[config.mk]
export PLATFORM = sky130hd
export DESIGN_NAME = program_loader
export DESIGN_NICKNAME = d
export VERILOG_FILES = /design/src/rtl/program_loader.sv
export SDC_FILE = /design/constraint.sdc
export NUM_CORES = 1
export LEC_CHECK = 0
export BUFFER_PORTS_ARGS = -buffer_cell sky130_fd_sc_hd__buf_2
export CAP_MARGIN = 10
export CORE_UTILIZATION = 50
export CTS_CLUSTER_SIZE = 10
export DETAILED_ROUTE_END_ITERATION = 12
export GPL_TIMING_DRIVEN = 0
export PLACE_DENSITY = 0.83
export REMOVE_ABC_BUFFERS = 1
export SYNTH_ARGS = -nofsm -noshare
export SYNTH_HDL_FRONTEND = slang
export SYNTH_SLANG_ARGS = --single-unit
[constraint.sdc]
create_clock -name clock -period 3.48 [get_ports clock]
set_input_delay 0.174 -clock clock [delete_from_list [all_inputs] [get_ports clock]]
set_output_delay 0.174 -clock clock [all_outputs]
set_load 0.03 [all_outputs]
[src/rtl/program_loader.sv]
// rtl/program_loader.sv - boot-stream loader that fills core memory and releases the core
//
// Accepts a byte stream (length hi, length lo, N big-endian 32-bit words,
// XOR checksum byte), writes each word to memory at BASE_ADDR + 4*k and
// asserts cpu_Run once the checksum matches.
//
// Ports:
//   clock      system clock, rising edge
//   rst        synchronous active-low reset
//   in_Valid   in_Byte carries a byte
//   in_Byte    stream byte
//   in_Ready   loader accepts a byte this cycle
//   mem_Write  one-cycle memory write strobe
//   mem_Adr    byte address of the write
//   mem_Wd     write data
//   cpu_Run    core may run
//   done       load finished with a good checksum
//   error      checksum mismatch

module program_loader #(
  parameter logic [31:0] BASE_ADDR   = 32'h0000_0000,
  parameter int          COUNT_WIDTH = 16
) (
  input  logic        clock,
  input  logic        rst,
  input  logic        in_Valid,
  input  logic [7:0]  in_Byte,
  output logic        in_Ready,
  output logic        mem_Write,
  output logic [31:0] mem_Adr,
  output logic [31:0] mem_Wd,
  output logic        cpu_Run,
  output logic        done,
  output logic        error
);

  typedef enum logic [2:0] {
    LEN_HI,
    LEN_LO,
    DATA,
    WRITE,
    CHECK,
    DONE,
    ERROR
  } state_t;

  state_t                 state;
  state_t                 state_next;

  logic [7:0]             len_hi;
  logic [COUNT_WIDTH-1:0] word_cnt;
  logic [COUNT_WIDTH-1:0] word_idx;
  logic [COUNT_WIDTH-1:0] idx_inc;
  logic [COUNT_WIDTH-1:0] len_n;
  logic [1:0]             byte_cnt;
  logic [23:0]            asm_word;
  logic [7:0]             chk;
  logic [31:0]            word_off;
  logic                   state_accepts;
  logic                   accept;

  // Ready is decoded straight from the state register (plus reset) so that
  // the accept term never loops back through the next-state logic.
  assign state_accepts = (state == LEN_HI) || (state == LEN_LO) ||
                         (state == DATA)   || (state == CHECK);
  assign in_Ready      = rst & state_accepts;
  assign accept        = in_Valid & in_Ready;

  assign len_n    = COUNT_WIDTH'({len_hi, in_Byte});
  assign idx_inc  = word_idx + {{(COUNT_WIDTH-1){1'b0}}, 1'b1};
  assign word_off = 32'({word_idx, 2'b00});

  always_ff @(posedge clock) begin
    if (!rst) begin
      state <= LEN_HI;
    end else begin
      state <= state_next;
    end
  end

  always_comb begin
    state_next = state;
    done       = 1'b0;
    error      = 1'b0;
    cpu_Run    = 1'b0;
    case (state)
      LEN_HI: begin
        if (accept) state_next = LEN_LO;
      end
      LEN_LO: begin
        if (accept) state_next = (len_n == '0) ? CHECK : DATA;
      end
      DATA: begin
        if (accept && byte_cnt == 2'd3) state_next = WRITE;
      end
      WRITE: begin
        // Compare the post-increment index so N = 2^COUNT_WIDTH-1 never wraps.
        state_next = (idx_inc == word_cnt) ? CHECK : DATA;
      end
      CHECK: begin
        if (accept) state_next = (in_Byte == chk) ? DONE : ERROR;
      end
      DONE: begin
        done    = 1'b1;
        cpu_Run = 1'b1;
      end
      ERROR: begin
        error = 1'b1;
      end
      default: state_next = LEN_HI;
    endcase
  end

  // Datapath. The write strobe and bus are registered on the edge that
  // accepts the 4th byte, so they are valid exactly during WRITE.
  always_ff @(posedge clock) begin
    if (!rst) begin
      len_hi    <= 8'd0;
      word_cnt  <= '0;
      word_idx  <= '0;
      byte_cnt  <= 2'd0;
      asm_word  <= 24'd0;
      chk       <= 8'd0;
      mem_Write <= 1'b0;
      mem_Adr   <= BASE_ADDR;
      mem_Wd    <= 32'd0;
    end else begin
      mem_Write <= 1'b0;
      case (state)
        LEN_HI: begin
          if (accept) len_hi <= in_Byte;
        end
        LEN_LO: begin
          if (accept) word_cnt <= len_n;
        end
        DATA: begin
          if (accept) begin
            asm_word <= {asm_word[15:0], in_Byte};
            chk      <= chk ^ in_Byte;
            if (byte_cnt == 2'd3) begin
              byte_cnt  <= 2'd0;
              mem_Write <= 1'b1;
              mem_Adr   <= BASE_ADDR + word_off;
              mem_Wd    <= {asm_word, in_Byte};
            end else begin
              byte_cnt <= byte_cnt + 2'd1;
            end
          end
        end
        WRITE: begin
          word_idx <= idx_inc;
        end
        default: begin
        end
      endcase
    end
  end

endmodule

==> impl_metrics.ini <==
[outcome]
status = completed

[sta]
setup-violations-final = 0
fin_crit_ps = 3020
finalCritPeriodShare_pct = 86.7
worst_pin_slew_ps = 1090
finClkSkew_ps = 6.74
drv_slew = 0
timing_hold_violations_final = 0
rsz0062_at_grt = no
holdWs_ps = 104
fmax_ghz = 0.331
relSlewSlack_pct = 27.2
fin_ws_ps = 463

[global_route]
antenna_found_initial = 0
grt_pass1_wl_mm = 19.2
gr-usage-met3_pct = 5.61
grt_max_degree = 92
busiest_layer = met2
grt-ovfl-total = 0
grt_pass1_vias = 4030
grt_use_met1_pct = 26.4
grt_usage_pct = 21.0
grtUsageMet2_pct = 34.1

[yosys]
ys_ff_latch = 126
synth_area_leaders = dfxtp_1 (44%), a21boi_0 (12%), nand2_1 (12%)
syn_area_per_cell_um2 = 8.60
seq_area_frac_synth_pct = 44.4
syn_area_um2 = 5680
yosysWarnings = 0
synth_top_cell_by_area = dfxtp_1
ys_dominant_reg_cell = dfxtp_1
synth-edff-count = 0
ys_async_sr_fraction_pct = 0
synth_top_area_share_pct = 44.4
synth_cells = 660
synth_cell_type_count = 52

[final_layout]
design_area_um2 = 6490
multiInputGateArea_um2 = 2840
fin_nets = 709
final_cell_mix = nand2_1 (177), dfxtp_1 (126), a21boi_0 (93)
layout_commonest_cell = nand2_1
ff_latch_area_um2 = 2520
antenna_cells = 0
drive_above_1_share_pct = 15.3
area_growth_syn_to_layout_pct = 14.3
fillers = 947

[cts]
cts_sinks = 126
insertion_delay_ps = 410
tritoncts = built
cts_buffers = 17
htree_levels = 4
hold_buffers = 0
clk_pin_slew_ps = 60
cts_root_buf = clkbuf_16
clockBufferDepth = 2

[setup_path]
crit_path_start_kind = input pin
critPathLaunch = rst
critPathMaxStageDelay_ps = 600
rr_startpoint = state[2]$_SDFFE_PN0P_
arrival_ps = 3340
path_cells = buf_4 -> buf_16 -> nor4bb_1 -> and2_2 -> nand2_2 -> clkinv_2 -> nand2_1 -> a21boi_0
worst_ep_required_time_ps = 3800
setup.worst_path.class = input pin to flop
end_kind = flop
crit_slowest_cell = clkinv_2
worstPathMaxFanout = 91

[floorplan]
ioPinCount = 80
fp.dieH_um = 109
die_w_um = 109
initial_core_util_pct = 51.9
coreArea_um2 = 10900
core.rowCount = 38
dieArea_um2 = 11800

[route]
via_per_inst = 5.21
drt_iter0_markers = 226
wl_per_cell_um = 13.5
routed_wl_mm = 11.4
drc_errors = 0
ant_nets = 0
vias = 4414
drt-pass1-iter-count = 4

[placed_design]
gp_congestion = 0.789
placed_area_um2 = 5910
place_ws_ps = -626
dp_hpwl_mm = 7.38
portBuffers = 63

[flow_run]
max-cap-violations = 0

[worst_hold_path]
hp-class = input pin to flop
hold_path.startpoint = in_Byte[7]

[power_and_ir_drop]
ir_drop_mv = 0.256
finalPower_uw = 3320
power_density_nw_per_um2 = 511
power_leakage_uw = 0.00239
-- synthesized netlist by cell type, types with 2 or more instances --
cell type  number
nor4_1          3
and4_2          2
clkbuf_1       29
o21a_1          2
a21boi_0       93
o211ai_1        2
and2_1         22
a31oi_1         2
ha_1            2
nor2_1         12
xor2_1          9
o21ai_0         8
nor3_2          2
nor3_1          3
buf_6           3
a21oi_1         6
nand4_1         9
mux2i_1         9
dfxtp_1       126
nand2b_1        3
buf_2           7
buf_4          18
nand2_1       178
nor2b_1        12
xnor2_1        41
clkbuf_8        3
or3_1           7
nand3_1        23
-- kinds of logic after synthesis --
group	count (synthesis)	synth area share (%)
mux	9	1.59
buf+inv	64	6.63
flops	126	44.4
fa+ha+maj	2	0.441
compound gates	122	15.6
simple gates	285	23.1
xor+xnor	51	8.13
other cells	1	0.0660
-- layer usage --
layer  share of wire, %  wire, um
met5                  0         0
met4                1.7       197
met3                5.6       643
met2                 48      5460
met1                 45      5120
-- metrics by stage --
stage          util (%)  TNS (ps)  std cells
3_5_place_dp       54.1    -27690        817
6_report           59.3         0        848
2_1_floorplan         -         0        612
4_1_cts            59.3         0        848
5_1_grt            59.3         0        848
3_3_place_gp       53.5   -137060        815
-- worst max-delay path: cells and delay by family --
kind	cells	cell delay (ps)
AO/OA/AOI/OAI	1	200
buffers and inverters	3	1310
AND/OR/NAND/NOR	4	1590
-- registers in the layout, indices dropped and copies added, names as in the netlist --
register	flops
word_idx	16
asm_word	24
mem_Wd	32
state	3
word_cnt	16
chk	8
len_hi	8
mem_Write	1
mem_Adr	16
byte_cnt	2
-- report_power, final --
part           leakage, uW  internal [uW]  total, uW  switching, uW
Combinational      0.00110           54.0        151           97.1
Clock             0.000276           1080       1690            613
Sequential         0.00102           1460       1480           17.9
-- timing repair --
action / CTS / global route
gates resized for setup: 1 / 1
setup buffers: 0 / 0
endpoints found under the setup margin: 48 / 48
pin swaps: 0 / 0
-- cell type report --
class / instances / area share [%]
Sequential cell: 126 / 38.9
Clock inverter: 12 / 1.85
Clock buffer: 19 / 6.98
Multi-Input combinational cell: 485 / 43.8
Inverter: 1 / 0.0771
Tap cell: 140 / 2.70
Timing Repair Buffer: 65 / 5.75
-- worst paths after layout --
| check | end | slack (ps) | depth (start not counted) |
|---|---|---|---|
| max | mem_Wd[3]$_SDFFE_PN0P_ | 460 | 8 |
| max reg2reg | mem_Wd[3]$_SDFFE_PN0P_ | 530 | 6 |
| min reg2reg | mem_Adr[16]$_SDFFE_PN0P_ | 460 | 2 |
| min | word_cnt[7]$_SDFFE_PN0P_ | 100 | 3 |
No activity file was read; power rests on OpenSTA's default activity.
